<file path="config.mk">
export PLATFORM = sky130hd
export DESIGN_NAME = sd_drive_arbiter_flat
export DESIGN_NICKNAME = d
export VERILOG_FILES = /design/src/rtl/sd_arb_pkg.sv /design/src/rtl/sd_drive_arbiter_if.sv /design/src/rtl/rr_arbiter.sv /design/src/rtl/sd_drive_arbiter.sv /design/src/flat_wrapper.sv
export SDC_FILE = /design/constraint.sdc
export NUM_CORES = 1
export LEC_CHECK = 0
export BUFFER_PORTS_ARGS = -buffer_cell sky130_fd_sc_hd__buf_2
export CELL_PAD_IN_SITES_DETAIL_PLACEMENT = 2
export CELL_PAD_IN_SITES_GLOBAL_PLACEMENT = 2
export CORE_ASPECT_RATIO = 1.1
export CORE_MARGIN = 1.5
export CORE_UTILIZATION = 28
export DETAILED_ROUTE_END_ITERATION = 10
export PLACE_DENSITY_LB_ADDON = 0.1
export SYNTH_ARGS = -nofsm -noshare
export SYNTH_HDL_FRONTEND = slang
export SYNTH_HIERARCHICAL = 1
export SYNTH_SLANG_ARGS = --single-unit
</file>
<file path="constraint.sdc">
create_clock -name clk_sys -period 2.7 [get_ports clk_sys]
set_input_delay 0.135 -clock clk_sys [delete_from_list [all_inputs] [get_ports clk_sys]]
set_output_delay 0.135 -clock clk_sys [all_outputs]
set_load 0.02 [all_outputs]
</file>
<file path="src/rtl/sd_arb_pkg.sv">
// rtl/sd_arb_pkg.sv - shared types and helpers for the sd drive arbiter
package sd_arb_pkg;

  typedef enum logic [1:0] {IDLE, REQ, XFER} sd_arb_state_t;

  localparam int MAX_DRIVES = 4;

  // Index width for n drives, never narrower than one bit.
  function automatic int idx_w(input int n);
    return (n > 1) ? $clog2(n) : 1;
  endfunction

endpackage

</file>
<file path="src/rtl/sd_drive_arbiter_if.sv">
// rtl/sd_drive_arbiter_if.sv - hps_io sd_* request/acknowledge bundle
interface sd_drive_arbiter_if #(
  parameter int NUM_DRIVES = 2,
  parameter int LBA_W      = 32
);
  logic [NUM_DRIVES-1:0]       sd_rd;
  logic [NUM_DRIVES-1:0]       sd_wr;
  logic [NUM_DRIVES*LBA_W-1:0] sd_lba;
  logic [NUM_DRIVES-1:0]       sd_ack;

  modport master (output sd_rd, output sd_wr, output sd_lba, input sd_ack);
  modport slave  (input sd_rd, input sd_wr, input sd_lba, output sd_ack);
endinterface

</file>
<file path="src/rtl/rr_arbiter.sv">
// rtl/rr_arbiter.sv - combinational round-robin pick: first request at or after ptr
module rr_arbiter
  import sd_arb_pkg::*;
#(
  parameter int N = 2
) (
  input  logic [N-1:0]         req,
  input  logic [idx_w(N)-1:0]  ptr,
  output logic [idx_w(N)-1:0]  gnt_idx,
  output logic                 gnt_valid
);
  localparam int W = idx_w(N);

  always_comb begin
    gnt_idx   = '0;
    gnt_valid = 1'b0;
    for (int k = 0; k < N; k++) begin
      if (!gnt_valid && req[(int'(ptr) + k) % N]) begin
        gnt_valid = 1'b1;
        gnt_idx   = W'((int'(ptr) + k) % N);
      end
    end
  end

endmodule

</file>
<file path="src/rtl/sd_drive_arbiter.sv">
// rtl/sd_drive_arbiter.sv - round-robin arbiter of per-drive block requests onto hps_io sd_*
module sd_drive_arbiter
  import sd_arb_pkg::*;
#(
  parameter int NUM_DRIVES = 2,
  parameter int LBA_W      = 32,
  parameter int TIMEOUT_W  = 24
) (
  input  logic                        clk_sys,
  input  logic                        reset,
  input  logic [NUM_DRIVES-1:0]       drv_rd,
  input  logic [NUM_DRIVES-1:0]       drv_wr,
  input  logic [NUM_DRIVES*LBA_W-1:0] drv_lba,
  input  logic [NUM_DRIVES-1:0]       img_mounted,
  input  logic                        img_size_nz,
  input  logic                        img_readonly,
  sd_drive_arbiter_if.master          sd,
  output logic [NUM_DRIVES-1:0]       drv_mounted,
  output logic [NUM_DRIVES-1:0]       drv_protect,
  output logic [NUM_DRIVES-1:0]       drv_done,
  output logic [NUM_DRIVES-1:0]       drv_err,
  output logic                        cpu_wait
);
  localparam int ARB_IDX_W = idx_w(NUM_DRIVES);
  localparam int WD_W      = (TIMEOUT_W > 0) ? TIMEOUT_W : 1;
  localparam logic [WD_W-1:0] WD_LAST = {WD_W{1'b1}} - 1'b1;

  sd_arb_state_t               state;
  logic [ARB_IDX_W-1:0]        gnt, rr_ptr, rr_next;
  logic                        serve_rd;
  logic [WD_W-1:0]             wd_cnt;
  logic [NUM_DRIVES-1:0]       rd_pend, wr_pend, rd_pend_n, wr_pend_n;
  logic [NUM_DRIVES-1:0]       rd_q, wr_q;
  logic [NUM_DRIVES*LBA_W-1:0] lba_q;

  logic [NUM_DRIVES-1:0]       acc_rd, acc_wr, rej, unmount, gnt_oh;
  logic [NUM_DRIVES-1:0]       clr_rd, clr_wr, err_n;
  logic                        ack_g, wd_fire, expire;
  logic [ARB_IDX_W-1:0]        arb_idx;
  logic                        arb_valid;

  assign sd.sd_rd  = rd_q;
  assign sd.sd_wr  = wr_q;
  assign sd.sd_lba = lba_q;

  rr_arbiter #(.N(NUM_DRIVES)) u_rr (
    .req       (rd_pend | wr_pend),
    .ptr       (rr_ptr),
    .gnt_idx   (arb_idx),
    .gnt_valid (arb_valid)
  );

  assign wd_fire = (TIMEOUT_W > 0) && (wd_cnt == WD_LAST);
  assign rr_next = (gnt == ARB_IDX_W'(NUM_DRIVES - 1)) ? '0 : gnt + 1'b1;

  // New requests are OR-ed in after every clear so a same-cycle set wins.
  always_comb begin
    ack_g   = sd.sd_ack[gnt];
    gnt_oh  = NUM_DRIVES'(1) << gnt;
    acc_rd  = drv_rd & drv_mounted;
    acc_wr  = drv_wr & drv_mounted & ~drv_protect;
    rej     = (drv_rd & ~drv_mounted) | (drv_wr & (~drv_mounted | drv_protect));
    unmount = img_mounted & drv_mounted & {NUM_DRIVES{~img_size_nz}};
    expire  = wd_fire && ((state == REQ && !ack_g) || (state == XFER && ack_g));
    clr_rd  = unmount;
    clr_wr  = unmount;
    if (state == REQ && ack_g) begin
      if (serve_rd) clr_rd = clr_rd | gnt_oh;
      else          clr_wr = clr_wr | gnt_oh;
    end
    if (expire) begin
      clr_rd = clr_rd | gnt_oh;
      clr_wr = clr_wr | gnt_oh;
    end
    rd_pend_n = (rd_pend & ~clr_rd) | acc_rd;
    wr_pend_n = (wr_pend & ~clr_wr) | acc_wr;
    err_n     = rej | unmount | (expire ? gnt_oh : '0);
  end

  always_ff @(posedge clk_sys) begin
    if (reset) begin
      state       <= IDLE;
      gnt         <= '0;
      rr_ptr      <= '0;
      serve_rd    <= 1'b0;
      wd_cnt      <= '0;
      rd_pend     <= '0;
      wr_pend     <= '0;
      rd_q        <= '0;
      wr_q        <= '0;
      lba_q       <= '0;
      drv_mounted <= '0;
      drv_protect <= '0;
      drv_done    <= '0;
      drv_err     <= '0;
      cpu_wait    <= 1'b0;
    end else begin
      rd_pend  <= rd_pend_n;
      wr_pend  <= wr_pend_n;
      drv_err  <= err_n;
      drv_done <= '0;
      cpu_wait <= (state != IDLE) || (|(rd_pend | wr_pend));
      for (int i = 0; i < NUM_DRIVES; i++) begin
        if (img_mounted[i]) begin
          drv_mounted[i] <= img_size_nz;
          drv_protect[i] <= img_readonly;
        end
      end

      case (state)
        IDLE: begin
          if (arb_valid) begin
            gnt      <= arb_idx;
            serve_rd <= rd_pend[arb_idx];
            lba_q[int'(arb_idx)*LBA_W +: LBA_W] <= drv_lba[int'(arb_idx)*LBA_W +: LBA_W];
            if (rd_pend[arb_idx]) rd_q[arb_idx] <= 1'b1;
            else                  wr_q[arb_idx] <= 1'b1;
            wd_cnt   <= '0;
            state    <= REQ;
          end
        end
        REQ: begin
          if (ack_g) begin
            rd_q   <= '0;
            wr_q   <= '0;
            wd_cnt <= '0;
            state  <= XFER;
          end else if (expire) begin
            rd_q   <= '0;
            wr_q   <= '0;
            rr_ptr <= rr_next;
            state  <= IDLE;
          end else begin
            wd_cnt <= wd_cnt + 1'b1;
          end
        end
        XFER: begin
          if (!ack_g) begin
            drv_done[gnt] <= 1'b1;
            rr_ptr        <= rr_next;
            state         <= IDLE;
          end else if (expire) begin
            rr_ptr <= rr_next;
            state  <= IDLE;
          end else begin
            wd_cnt <= wd_cnt + 1'b1;
          end
        end
        default: state <= IDLE;
      endcase
    end
  end

endmodule

</file>
<file path="src/flat_wrapper.sv">
// flat-port wrapper written by rule: the top's interface ports become plain ports
module sd_drive_arbiter_flat import sd_arb_pkg::*;
#(
  parameter int NUM_DRIVES = 2,
  parameter int LBA_W      = 32,
  parameter int TIMEOUT_W  = 24
)
  (clk_sys, reset, drv_rd, drv_wr, drv_lba, img_mounted, img_size_nz, img_readonly, drv_mounted, drv_protect, drv_done, drv_err, cpu_wait, sd_sd_rd, sd_sd_wr, sd_sd_lba, sd_sd_ack);
  sd_drive_arbiter_if #(.NUM_DRIVES(NUM_DRIVES), .LBA_W(LBA_W)) sd_i ();
  input  logic clk_sys;
  input  logic reset;
  input  logic [NUM_DRIVES-1:0] drv_rd;
  input  logic [NUM_DRIVES-1:0] drv_wr;
  input  logic [NUM_DRIVES*LBA_W-1:0] drv_lba;
  input  logic [NUM_DRIVES-1:0] img_mounted;
  input  logic img_size_nz;
  input  logic img_readonly;
  output logic [NUM_DRIVES-1:0] drv_mounted;
  output logic [NUM_DRIVES-1:0] drv_protect;
  output logic [NUM_DRIVES-1:0] drv_done;
  output logic [NUM_DRIVES-1:0] drv_err;
  output logic cpu_wait;
  output wire logic [$bits(sd_i.sd_rd)-1:0] sd_sd_rd;
  output wire logic [$bits(sd_i.sd_wr)-1:0] sd_sd_wr;
  output wire logic [$bits(sd_i.sd_lba)-1:0] sd_sd_lba;
  input wire logic [$bits(sd_i.sd_ack)-1:0] sd_sd_ack;
  assign sd_sd_rd = sd_i.sd_rd;
  assign sd_sd_wr = sd_i.sd_wr;
  assign sd_sd_lba = sd_i.sd_lba;
  assign sd_i.sd_ack = sd_sd_ack;
  sd_drive_arbiter #(.NUM_DRIVES(NUM_DRIVES), .LBA_W(LBA_W), .TIMEOUT_W(TIMEOUT_W)) u_core (.clk_sys(clk_sys), .reset(reset), .drv_rd(drv_rd), .drv_wr(drv_wr), .drv_lba(drv_lba), .img_mounted(img_mounted), .img_size_nz(img_size_nz), .img_readonly(img_readonly), .sd(sd_i), .drv_mounted(drv_mounted), .drv_protect(drv_protect), .drv_done(drv_done), .drv_err(drv_err), .cpu_wait(cpu_wait));
endmodule
</file>
==> impl_results.md <==
* 1st-iter DRT viols at 111
* Routability cong. at 0.8117
* Synthesized cell area at 4604 um2
* Initial core utilization at 0.2893
* Fin crit period at 2.431 ns
* Num CTS Buffers at 9
* Leakage power total at 2.414 nW
* Hold Fails Final Rpt at 0
* Synthesized area per cell at just over 8 um2
* Synth async-reset ratio at 0
* Initial antenna violation count at 0
* Layout overhead on the synthesized area at 31.68%
* Root Buffer: clkbuf_16
* Synth warn at 6
* Cells after Synth at 569
* Largest net degree at the start of global routing at 51
* Placed wire-length estimate at 11.44 mm
* Filler cells at between 1500 and 2000
* Pwr dens at approximately 650 nW/um2
* # setup viols final at 0
* Design Power at a little under 0.004 W
* I/O pins at 153
* WL met3 at 769 um
* Status: finished, final reports clean
* CTS max path bufs at 2
* Post-synth EDFFs at 0
* Max transition margin at 0.6022
* Die Wd at 125.3 um
* RSZ-0062 raised after global routing: false
* Vias in the first global route at between 5000 and 6000
* Top achievable clock speed at 0.4113 GHz
* Multi-input combinational cell area at approximately 2200 um2
* CP Data Arrival Time at roughly 2.7 ns
* Detail Route Antenna Nets at 0
* Syn Nets at 651
* Fin crit share at 0.9005
* CTS tree: done
* Startpoint Class: register
* Post-synthesis sequential area ratio at 0.4783
* Post-Route Setup TNS at 0 ns
* Clock tree sinks at between 100 and 150
* GRT Resource Usage Total at 0.1775
* CTS clock-pin slew for the worst setup and hold paths at approximately 0.08 ns
* Layout Nets at 810
* WL met1 at 6.185 mm
* Critical path required time at 2.99 ns
* Uppermost layer routed: met4
* Maximum resistive drop on vdd at roughly 0.3 mV
* Ant diodes at 0
* Total congestion overflow at 0
* Synth Register Bits at 110
* DRC Markers at 0
* Crit path max fanout at 9
* Core area at 15920 um2
* Distinct cells, synth at 48
* Slew @ Worst Pin at between 0.5 and 0.6 ns
* Site Rows at 48
* Average wire per standard cell at between 15 and 20 um
* Worst Setup End Kind: register
* First drt pass iteration count at 4
* Sequential cell area at between 2000 and 2500 um2
* Global-route wire length before repair at approximately 25 mm
* Vias per cell at between 5 and 6
* Hold crit path type: primary input to register
* Top FF cell, synth: dfxtp_1
* Met2 WL at between 8 and 9 mm
* Layout Skew at between 0.01 and 0.015 ns
* # Max-Cap Violations at 0
* Clock latency on the worst-skew pair at 0.36 ns
* Share of cells above drive strength 1 at 0.2647
* # port buffers at 152
* Die height at 137.5 um
* Vias at between 4000 and 5000
* Setup Crit Path Kind: register to register
* Die area at 17220 um2
* H-tree depth at 3
* Max Slew Vio Count at 0
* Final wirelength at 15.61 mm
==> synthesized netlist by cell type (all sizes together), types with 2 or more instances <==
cell type / n / area (um2)
nor4: 2 / 12.51
nand3b: 2 / 15.01
nand4b: 4 / 35.03
nor4bb: 2 / 20.02
inv: 13 / 48.80
mux2i: 9 / 93.84
a21oi: 92 / 460.4
o31ai: 6 / 45.04
ha: 6 / 75.07
nand2: 155 / 581.8
o211ai: 4 / 30.03
or3: 16 / 100.1
a21boi: 2 / 15.02
nand4: 8 / 50.05
nor3: 5 / 25.02
a2111oi: 3 / 63.81
o311ai: 2 / 17.52
clkbuf: 28 / 105.1
nand3: 11 / 55.05
o41ai: 3 / 26.28
o21ai: 25 / 125.1
nand2b: 2 / 12.51
and2: 2 / 12.51
and4: 4 / 35.03
dfxtp: 110 / 2202
a311oi: 5 / 43.79
buf: 4 / 18.76
or2: 3 / 18.77
nor2: 16 / 60.06
a31oi: 6 / 37.54
mux2: 2 / 22.52
or4: 7 / 52.55
==> kinds of logic (layout without fill, tap and decap cells) <==
group / after synthesis / count (layout) / synth area share
XOR/XNOR: 1 / 1 / 0.001903
adder cells (fa/ha/maj): 6 / 6 / 0.01630
AND/OR/NAND/NOR: 243 / 243 / 0.2424
buffers and inverters: 45 / 209 / 0.03750
multiplexers: 11 / 11 / 0.02527
AO/OA/AOI/OAI: 153 / 153 / 0.1984
flip-flops: 110 / 110 / 0.4783
==> registers in the layout, summed over array words and instances (netlist names) <==
| register | cells |
|---|---|
| u_core/sd.sd_lba | 64 |
| u_core/wd_cnt | 24 |
| u_core/drv_done | 2 |
| u_core/drv_err | 2 |
| u_core/drv_mounted | 2 |
| u_core/drv_protect | 2 |
| u_core/rd_pend | 2 |
| u_core/sd.sd_rd | 2 |
| u_core/sd.sd_wr | 2 |
| u_core/state | 2 |
| u_core/wr_pend | 2 |
| u_core/cpu_wait | 1 |
| u_core/gnt | 1 |
| u_core/rr_ptr | 1 |
| u_core/serve_rd | 1 |
==> placed cells by master, fill, tap and decap left out, types with 3 or more instances in the layout <==
cell and n:
a21oi_1 92, a311oi_1 5, ha_1 6, dlygate4sd3_1 11, nand4b_1 4, o211ai_1 4, o31ai_1 6, buf_2 152
inv_1 13, nand2_1 155, dfxtp_1 110, and4_1 4, nand3_1 11, o41ai_1 3, or4_1 7, nor2_1 14
nand4_1 8, mux2i_1 8, clkbuf_16 9, a31oi_1 6, or3_1 16, buf_4 17, nor3_1 5, o21ai_1 7
o21ai_0 18
==> routing by layer <==
layer | vias up | track usage
met5 | - | 0
met1 | 2317 | 0.1883
met3 | 12 | 0.04466
met4 | 0 | 0.06250
met2 | 94 | 0.3412
li1 | 2310 | -
==> worst max-delay path, stage by stage, from the launching register on <==
cell       delay, ns
dfxtp_1         0.39
inv_1           0.09
ha_1            0.30
nor2b_1         0.24
a2111oi_4       0.46
o211ai_1        0.20
buf_4           0.22
or3_1           0.31
a21oi_1         0.14
==> area by class of cell <==
class | instances | area share
multi-input cells | 414 | 0.3686
well taps | 200 | 0.04127
inverters | 13 | 0.008048
clock inverters | 6 | 0.01651
flip-flops and latches | 110 | 0.3632
clock buffers | 10 | 0.03776
repair buffers | 180 | 0.1647
==> where the power goes <==
part | switching [W] | internal [W] | total, W
combinational | 0.000431 | 0.000231 | 0.000661
clock | 0.000668 | 0.000835 | 0.00150
sequential | 0.0000512 | 0.00171 | 0.00176
==> path summary, 6_finish.rpt <==
check	start	end	slack, ns	cells after the start
max	u_core/state[0]	u_core/wd_cnt[16]	0.27	8
min	drv_lba[60]	u_core/sd.sd_lba[60]	0.01	3
max reg2reg	u_core/state[0]	u_core/wd_cnt[16]	0.27	8
min reg2reg	u_core/sd.sd_lba[52]	u_core/sd.sd_lba[52]	0.46	2
==> stage by stage <==
stage	hold slack [ns]	util	cells	worst slack, ns	area [um2]
floorplan	0.2107	-	569	0.4220	4604
global placement	0.3743	0.3529	905	0.3752	5617
detailed placement	0.3837	0.3529	905	0.2399	5617
CTS	0.0001127	0.3805	932	0.2100	6056
global route	0.01133	0.3810	933	0.02295	6063
finish	0.01249	0.3810	933	0.2685	6063
==> what timing repair did <==
item / 4_1_cts / 5_1_grt
endpoints found under the hold margin: 11 / 0
gates resized for setup: 0 / 0
buffers inserted: 0 / 1
hold buffers: 11 / 0
setup endpoints to repair: 0 / 1
Power figures use the tool's default switching activity.
